--- src/rtl/output_stream_scheduler_if.sv ---
// Result stream from the output scheduler to the external consumer.
// The scheduler is the master; the consumer owns out_ready.
interface output_stream_scheduler_if #(
    parameter int DATA_WIDTH  = 32,
    parameter int COORD_WIDTH = 32
);

    logic                   out_valid;
    logic                   out_ready;
    logic [DATA_WIDTH-1:0]  out_data;
    logic [COORD_WIDTH-1:0] out_x;
    logic [COORD_WIDTH-1:0] out_y;
    logic [COORD_WIDTH-1:0] out_ch;
    logic                   out_last;

    modport master (
        output out_valid,
        output out_data,
        output out_x,
        output out_y,
        output out_ch,
        output out_last,
        input  out_ready
    );

    modport slave (
        input  out_valid,
        input  out_data,
        input  out_x,
        input  out_y,
        input  out_ch,
        input  out_last,
        output out_ready
    );

endinterface

--- src/rtl/output_stream_scheduler.sv ---
// Buffers datapath results, drains them to the consumer and raises an
// early stall so in-flight MACs never overrun the buffer.
module output_stream_scheduler #(
    parameter int DATA_WIDTH         = 32,
    parameter int COORD_WIDTH        = 32,
    parameter int FIFO_DEPTH         = 16,
    parameter int STALL_MARGIN       = 6,
    parameter int FEATURE_MAP_WIDTH  = 1024,
    parameter int FEATURE_MAP_HEIGHT = 1024,
    parameter int OUTPUT_NB_CHANNELS = 64
) (
    input  logic                   clk,
    input  logic                   arst_in,
    input  logic                   start,
    output logic                   busy,
    input  logic                   in_valid,
    input  logic [DATA_WIDTH-1:0]  in_data,
    input  logic [COORD_WIDTH-1:0] in_x,
    input  logic [COORD_WIDTH-1:0] in_y,
    input  logic [COORD_WIDTH-1:0] in_ch,
    output logic                   stall,
    output logic                   done,
    output logic                   overflow_err,
    output logic                   extra_err,
    output_stream_scheduler_if.master out_if
);

    localparam int AW = $clog2(FIFO_DEPTH);

    localparam logic [31:0] TOTAL = 32'(FEATURE_MAP_WIDTH
                                      * FEATURE_MAP_HEIGHT
                                      * OUTPUT_NB_CHANNELS);
    localparam logic [31:0] TOTAL_M1   = TOTAL - 32'd1;
    localparam logic [31:0] CNT32_ONE  = 32'd1;
    localparam logic [AW-1:0] PTR_ONE  = AW'(1);
    localparam logic [AW:0] OCC_ONE    = (AW+1)'(1);
    localparam logic [AW:0] OCC_FULL   = (AW+1)'(FIFO_DEPTH);

    typedef enum logic [1:0] {
        S_IDLE,
        S_RUN,
        S_DRAIN,
        S_DONE
    } state_t;

    typedef struct packed {
        logic [DATA_WIDTH-1:0]  data;
        logic [COORD_WIDTH-1:0] x;
        logic [COORD_WIDTH-1:0] y;
        logic [COORD_WIDTH-1:0] ch;
        logic                   last;
    } entry_t;

    state_t        state_q;
    state_t        state_d;

    entry_t        mem [FIFO_DEPTH];
    entry_t        head;
    entry_t        wr_entry;

    logic [AW-1:0] wr_ptr_q;
    logic [AW-1:0] rd_ptr_q;
    logic [AW:0]   occ_q;
    logic [31:0]   push_cnt_q;
    logic [31:0]   pop_cnt_q;
    logic [31:0]   free_slots;

    logic          empty;
    logic          full;
    logic          push_req;
    logic          pop;
    logic          wr_en;
    logic          last_push;
    logic          last_pop;
    logic          frame_clr;

    assign empty     = (occ_q == '0);
    assign full      = (occ_q == OCC_FULL);
    assign push_req  = (state_q == S_RUN) && in_valid;
    assign pop       = !empty && out_if.out_ready;
    // a pop in the same cycle frees the slot, so a full FIFO still accepts
    assign wr_en     = push_req && (!full || pop);
    assign last_push = push_req && (push_cnt_q == TOTAL_M1);
    assign last_pop  = pop && (pop_cnt_q == TOTAL_M1);
    assign frame_clr = (state_q == S_IDLE) && start;

    assign free_slots = 32'(FIFO_DEPTH) - 32'(occ_q);

    always_comb begin
        wr_entry      = '0;
        wr_entry.data = in_data;
        wr_entry.x    = in_x;
        wr_entry.y    = in_y;
        wr_entry.ch   = in_ch;
        wr_entry.last = last_push;
    end

    always_ff @(posedge clk or posedge arst_in) begin
        if (arst_in) begin
            state_q <= S_IDLE;
        end else begin
            state_q <= state_d;
        end
    end

    always_comb begin
        state_d = state_q;
        busy    = 1'b0;
        done    = 1'b0;
        stall   = 1'b1;
        unique case (state_q)
            S_IDLE: begin
                if (start) begin
                    state_d = S_RUN;
                end
            end
            S_RUN: begin
                busy  = 1'b1;
                stall = (free_slots <= 32'(STALL_MARGIN));
                if (last_push) begin
                    state_d = S_DRAIN;
                end
            end
            S_DRAIN: begin
                busy  = 1'b1;
                stall = 1'b0;
                if (last_pop) begin
                    state_d = S_DONE;
                end
            end
            S_DONE: begin
                done    = 1'b1;
                state_d = S_IDLE;
            end
            default: begin
                state_d = S_IDLE;
            end
        endcase
    end

    always_ff @(posedge clk or posedge arst_in) begin
        if (arst_in) begin
            wr_ptr_q   <= '0;
            rd_ptr_q   <= '0;
            occ_q      <= '0;
            push_cnt_q <= '0;
            pop_cnt_q  <= '0;
        end else if (frame_clr) begin
            wr_ptr_q   <= '0;
            rd_ptr_q   <= '0;
            occ_q      <= '0;
            push_cnt_q <= '0;
            pop_cnt_q  <= '0;
        end else begin
            if (wr_en) begin
                wr_ptr_q <= wr_ptr_q + PTR_ONE;
            end
            if (pop) begin
                rd_ptr_q  <= rd_ptr_q + PTR_ONE;
                pop_cnt_q <= pop_cnt_q + CNT32_ONE;
            end
            // dropped pushes still count so the frame total stays aligned
            if (push_req) begin
                push_cnt_q <= push_cnt_q + CNT32_ONE;
            end
            if (wr_en && !pop) begin
                occ_q <= occ_q + OCC_ONE;
            end else if (!wr_en && pop) begin
                occ_q <= occ_q - OCC_ONE;
            end
        end
    end

    always_ff @(posedge clk or posedge arst_in) begin
        if (arst_in) begin
            overflow_err <= 1'b0;
            extra_err    <= 1'b0;
        end else if (frame_clr) begin
            overflow_err <= 1'b0;
            extra_err    <= 1'b0;
        end else begin
            if (push_req && !wr_en) begin
                overflow_err <= 1'b1;
            end
            if ((state_q == S_DRAIN) && in_valid) begin
                extra_err <= 1'b1;
            end
        end
    end

    always_ff @(posedge clk) begin
        if (wr_en) begin
            mem[wr_ptr_q] <= wr_entry;
        end
    end

    // storage is not reset, so the head is masked until it holds real data
    assign head = empty ? '0 : mem[rd_ptr_q];

    assign out_if.out_valid = !empty;
    assign out_if.out_data  = head.data;
    assign out_if.out_x     = head.x;
    assign out_if.out_y     = head.y;
    assign out_if.out_ch    = head.ch;
    assign out_if.out_last  = head.last;

endmodule
--- src/flat_wrapper.sv ---
// flat-port wrapper written by rule: the top's interface ports become plain ports
module output_stream_scheduler_flat 
#(
    parameter int DATA_WIDTH         = 32,
    parameter int COORD_WIDTH        = 32,
    parameter int FIFO_DEPTH         = 16,
    parameter int STALL_MARGIN       = 6,
    parameter int FEATURE_MAP_WIDTH  = 1024,
    parameter int FEATURE_MAP_HEIGHT = 1024,
    parameter int OUTPUT_NB_CHANNELS = 64
)
  (clk, arst_in, start, busy, in_valid, in_data, in_x, in_y, in_ch, stall, done, overflow_err, extra_err, out_if_out_valid, out_if_out_data, out_if_out_x, out_if_out_y, out_if_out_ch, out_if_out_last, out_if_out_ready);
  output_stream_scheduler_if #(.DATA_WIDTH(DATA_WIDTH), .COORD_WIDTH(COORD_WIDTH)) out_if_i ();
  input  logic clk;
  input  logic arst_in;
  input  logic start;
  output logic busy;
  input  logic in_valid;
  input  logic [DATA_WIDTH-1:0] in_data;
  input  logic [COORD_WIDTH-1:0] in_x;
  input  logic [COORD_WIDTH-1:0] in_y;
  input  logic [COORD_WIDTH-1:0] in_ch;
  output logic stall;
  output logic done;
  output logic overflow_err;
  output logic extra_err;
  output wire logic [$bits(out_if_i.out_valid)-1:0] out_if_out_valid;
  output wire logic [$bits(out_if_i.out_data)-1:0] out_if_out_data;
  output wire logic [$bits(out_if_i.out_x)-1:0] out_if_out_x;
  output wire logic [$bits(out_if_i.out_y)-1:0] out_if_out_y;
  output wire logic [$bits(out_if_i.out_ch)-1:0] out_if_out_ch;
  output wire logic [$bits(out_if_i.out_last)-1:0] out_if_out_last;
  input wire logic [$bits(out_if_i.out_ready)-1:0] out_if_out_ready;
  assign out_if_out_valid = out_if_i.out_valid;
  assign out_if_out_data = out_if_i.out_data;
  assign out_if_out_x = out_if_i.out_x;
  assign out_if_out_y = out_if_i.out_y;
  assign out_if_out_ch = out_if_i.out_ch;
  assign out_if_out_last = out_if_i.out_last;
  assign out_if_i.out_ready = out_if_out_ready;
  output_stream_scheduler #(.DATA_WIDTH(DATA_WIDTH), .COORD_WIDTH(COORD_WIDTH), .FIFO_DEPTH(FIFO_DEPTH), .STALL_MARGIN(STALL_MARGIN), .FEATURE_MAP_WIDTH(FEATURE_MAP_WIDTH), .FEATURE_MAP_HEIGHT(FEATURE_MAP_HEIGHT), .OUTPUT_NB_CHANNELS(OUTPUT_NB_CHANNELS)) u_core (.clk(clk), .arst_in(arst_in), .start(start), .busy(busy), .in_valid(in_valid), .in_data(in_data), .in_x(in_x), .in_y(in_y), .in_ch(in_ch), .stall(stall), .done(done), .overflow_err(overflow_err), .extra_err(extra_err), .out_if(out_if_i));
endmodule
--- config.mk ---
export PLATFORM = sky130hd
export DESIGN_NAME = output_stream_scheduler_flat
export DESIGN_NICKNAME = d
export VERILOG_FILES = /design/src/rtl/output_stream_scheduler_if.sv /design/src/rtl/output_stream_scheduler.sv /design/src/flat_wrapper.sv
export SDC_FILE = /design/constraint.sdc
export NUM_CORES = 2
export LEC_CHECK = 0
export CORE_ASPECT_RATIO = 0.6
export CORE_MARGIN = 1.5
export CORE_UTILIZATION = 55
export DETAILED_ROUTE_END_ITERATION = 8
export GPL_ROUTABILITY_DRIVEN = 0
export PLACE_DENSITY_LB_ADDON = 0.3
export SETUP_SLACK_MARGIN = 0.2
export SYNTH_ARGS = -nofsm -noshare
export SYNTH_HDL_FRONTEND = slang
export SYNTH_SLANG_ARGS = --single-unit
--- constraint.sdc ---
create_clock -name clk -period 8.9 [get_ports clk]
set_input_delay 1.78 -clock clk [delete_from_list [all_inputs] [get_ports clk]]
set_output_delay 1.78 -clock clk [all_outputs]
set_load 0.02 [all_outputs]
==> impl_metrics.tcl <==
set metrics [dict create \
    die_x_um 503 \
    slowest_stage "dfrtp_4" \
    drv_cap 0 \
    drc_errors 0 \
    dieArea_um2 152000 \
    irDropWorstVdd_uv 292 \
    rsz0062_at_grt "no" \
    synth.top_cell.area_share_pct 75.2 \
    worstSkewPairLatency_ns 0.79 \
    critical_path_buf_inv_count 2 \
    async_flop_share_pct 3.78 \
    synthTopCellsByCount "edfxtp_1, mux4_2, and2_1" \
    syn_area_per_cell_um2 23.8 \
    pwr-share-clk_pct 27.4 \
    power.density_nw_per_um2 299 \
    numCtsBuffers 184 \
    crit_type "flip-flop to primary output" \
    max_stage_delay_ns 1.06 \
    switching_share_pct 28.8 \
    relSlewSlack_pct 20.9 \
    grt_max_degree 127 \
    worstPathMaxFanout 103 \
    cts_tree "yes" \
    synth_warnings 0 \
    postRouteAntennaNets 0 \
    start_util_pct 55.7 \
    fin_skew_ns 0.0322 \
    leakage_nw 28.9 \
    root_buffer "clkbuf_16" \
    synth_edf_count 2064 \
    path_cells "buf_12 -> mux4_2 -> mux4_2 -> and2_1 -> clkdlybuf4s50_1" \
    setup_viol 0 \
    synth.most_common_cell "edfxtp_1" \
    crit_family "buffers and inverters" \
    ys_ff_latch 2145 \
    rows 109 \
    routed_wirelength_um 176000 \
    p_sw_mw 8.05 \
    firstDrtPassIters 5 \
    coreArea_um2 148000 \
    ios 268 \
    first_global_vias 37500 \
    antenna_found_initial 20 \
    netlist_area_um2 82400 \
    p_int_mw 19.9 \
    vias 37300 \
    min_path_type "flip-flop to flip-flop" \
    tightest_slew_ns 1.18 \
    hold_violations 0 \
    yosysTopAreaCell "edfxtp_1" \
    wl_met2_um 82500 \
    syn-instance-count 3471 \
    clock_path_buffers 3 \
    final_area_um2 93300 \
    wl_per_cell_um 29.6 \
    port_buffers 267 \
    synth_nets 3626 \
    cp.arrival_ns 4.65 \
    wl_met3_um 13900 \
    htree_levels 4 \
    fmax_mhz 156 \
    viasPerCell 6.27 \
    wl_met1_um 76800 \
    drive_gt1_share_pct 24.9 \
    grt_pass1_wl_um 259000 \
    ys.flop_type "edfxtp_1" \
    period_needed_ns 6.43 \
    grt.total_usage_pct 23.5 \
    comb_power_share_pct 30.9 \
    cp-start-kind "flip-flop" \
    slew_viol_final 0 \
    seq_area_frac_synth_pct 77.6 \
    clkTransAtPathRegs_ns 0.06 \
    postCtsHoldBufs 0 \
    cts_sinks 2145 \
    finalPower_mw 27.9 \
    grt_overflow 0 \
    top_layer_used "met5" \
    dr.first_iter.drc_count 4401 \
    nNetsFinal 3958 \
    worstPathRequired_ns 7.12 \
    post_cts_buffers 0 \
    dp_hpwl_um 89600 \
    crit_path_end_kind "primary output" \
    dpl_cell_area_um2 87700 \
    ys_top_cells_by_area "edfxtp_1, mux4_2, dfrtp_1" \
    period_share_pct 72.3 \
    cpMostUsedCell "mux4_2" \
    post_cts_resized 0 \
    final.setup.tns_ns 0 \
    outcome "finished clean" \
    die_y_um 303 \
    p_seq_share_pct 41.7 \
    area_delta_synth_final_pct 13.2 \
    ys_types 42 \
]
-- state kept, by name (all words and copies together), names as in the netlist --
register and cells:
u_core.mem 2064, u_core.pop_cnt_q 32, u_core.push_cnt_q 32, u_core.occ_q 5
u_core.rd_ptr_q 4, u_core.wr_ptr_q 4, u_core.state_q 2, u_core.extra_err 1
u_core.overflow_err 1
-- layout make-up --
cell class,count,area (µm²)
Fill cell,9648,54600
Clock inverter,108,791
Inverter,16,66.3
Tap cell,1998,2500
Sequential cell,2145,64000
Timing Repair Buffer,324,3430
Multi-Input combinational cell,1132,17600
Clock buffer,227,4870
Antenna cell,4,10.0
-- worst register-to-register path, delay by kind of cell, from the launching register on --
kind                       cells  cell delay, ns
adders and majority gates      2            0.52
buffers and inverters          4            1.08
AOI/OAI and AO/OA              1            0.31
DFF                            1            0.45
and+or+nand+nor                4            2.04
-- logic make-up (layout without fill, tap and decap cells) --
family	after synthesis	in the layout	share of synthesized area (%)
flip-flops	2145	2145	77.6
multiplexers	649	649	17.7
AND/OR/NAND/NOR	354	354	2.39
buffers and inverters	194	675	1.01
XOR/XNOR	58	58	0.616
AO/OA/AOI/OAI	49	49	0.329
adder cells (fa/ha/maj)	22	22	0.343
other	0	4	0
-- through the flow --
| stage | worst slack [ns] | std cells | hold slack, ns | utilization [%] |
|---|---|---|---|---|
| final | 2.47 | 5954 | 0.525 | 63.1 |
| after CTS | 2.30 | 5950 | 0.527 | 63.1 |
| after floorplan | 2.51 | 3471 | 0.496 | - |
| after global placement | 3.06 | 5615 | 0.477 | 59.2 |
| after detailed placement | 3.00 | 5615 | 0.507 | 59.2 |
| after global routing | 2.15 | 5952 | 0.556 | 63.1 |
-- power by group through the flow --
stage	combinational [mW]	clock, mW	sequential (mW)
2_1_floorplan	5.85	0	11.6
3_3_place_gp	8.75	0	11.9
3_5_place_dp	8.80	0	11.9
4_1_cts	8.84	7.81	11.7
5_1_grt	9.20	8.18	11.7
6_report	8.63	7.67	11.7
-- placed cells by master, fill, tap and decap left out, drive strengths merged, types with 14 or more instances in the layout --
| cell type | instances |
|---|---|
| nand4 | 27 |
| mux4 | 645 |
| or3 | 14 |
| nand2 | 33 |
| ha | 21 |
| nand3 | 22 |
| clkinv | 85 |
| a21oi | 26 |
| edfxtp | 2064 |
| dfrtp | 81 |
| nor2 | 70 |
| and2 | 146 |
| buf | 57 |
| o21ai | 16 |
| clkdlybuf4s50 | 267 |
| clkbuf | 227 |
| inv | 22 |
| xor2 | 46 |
-- worst paths after layout --
| path | from | endpoint | slack [ns] | depth (start not counted) |
|---|---|---|---|---|
| worst max register to register | u_core.occ_q[0]$_DFFE_PP0P_ | u_core.mem[3][44]$_DFFE_PP_ | 4.02 | 11 |
| worst min register to register | u_core.extra_err$_DFFE_PP0P_ | u_core.extra_err$_DFFE_PP0P_ | 0.52 | 2 |
| min in group asynchronous | arst_in | u_core.pop_cnt_q[0]$_DFFE_PP0P_ | 1.64 | 3 |
| max in group asynchronous | arst_in | u_core.rd_ptr_q[0]$_DFFE_PP0P_ | 6.49 | 3 |
| worst min-delay path | u_core.extra_err$_DFFE_PP0P_ | u_core.extra_err$_DFFE_PP0P_ | 0.52 | 2 |
| worst max-delay path | u_core.rd_ptr_q[0]$_DFFE_PP0P_ | out_if_out_x[27] | 2.47 | 5 |
-- routing by layer --
| metal | track usage, % | vias up |
|---|---|---|
| met5 | 0 | - |
| met4 | 4.60 | 22 |
| met3 | 4.76 | 233 |
| met2 | 35.2 | 1494 |
| met1 | 36.6 | 20200 |
| li1 | - | 15400 |
No activity file was read; power rests on OpenSTA's default activity.
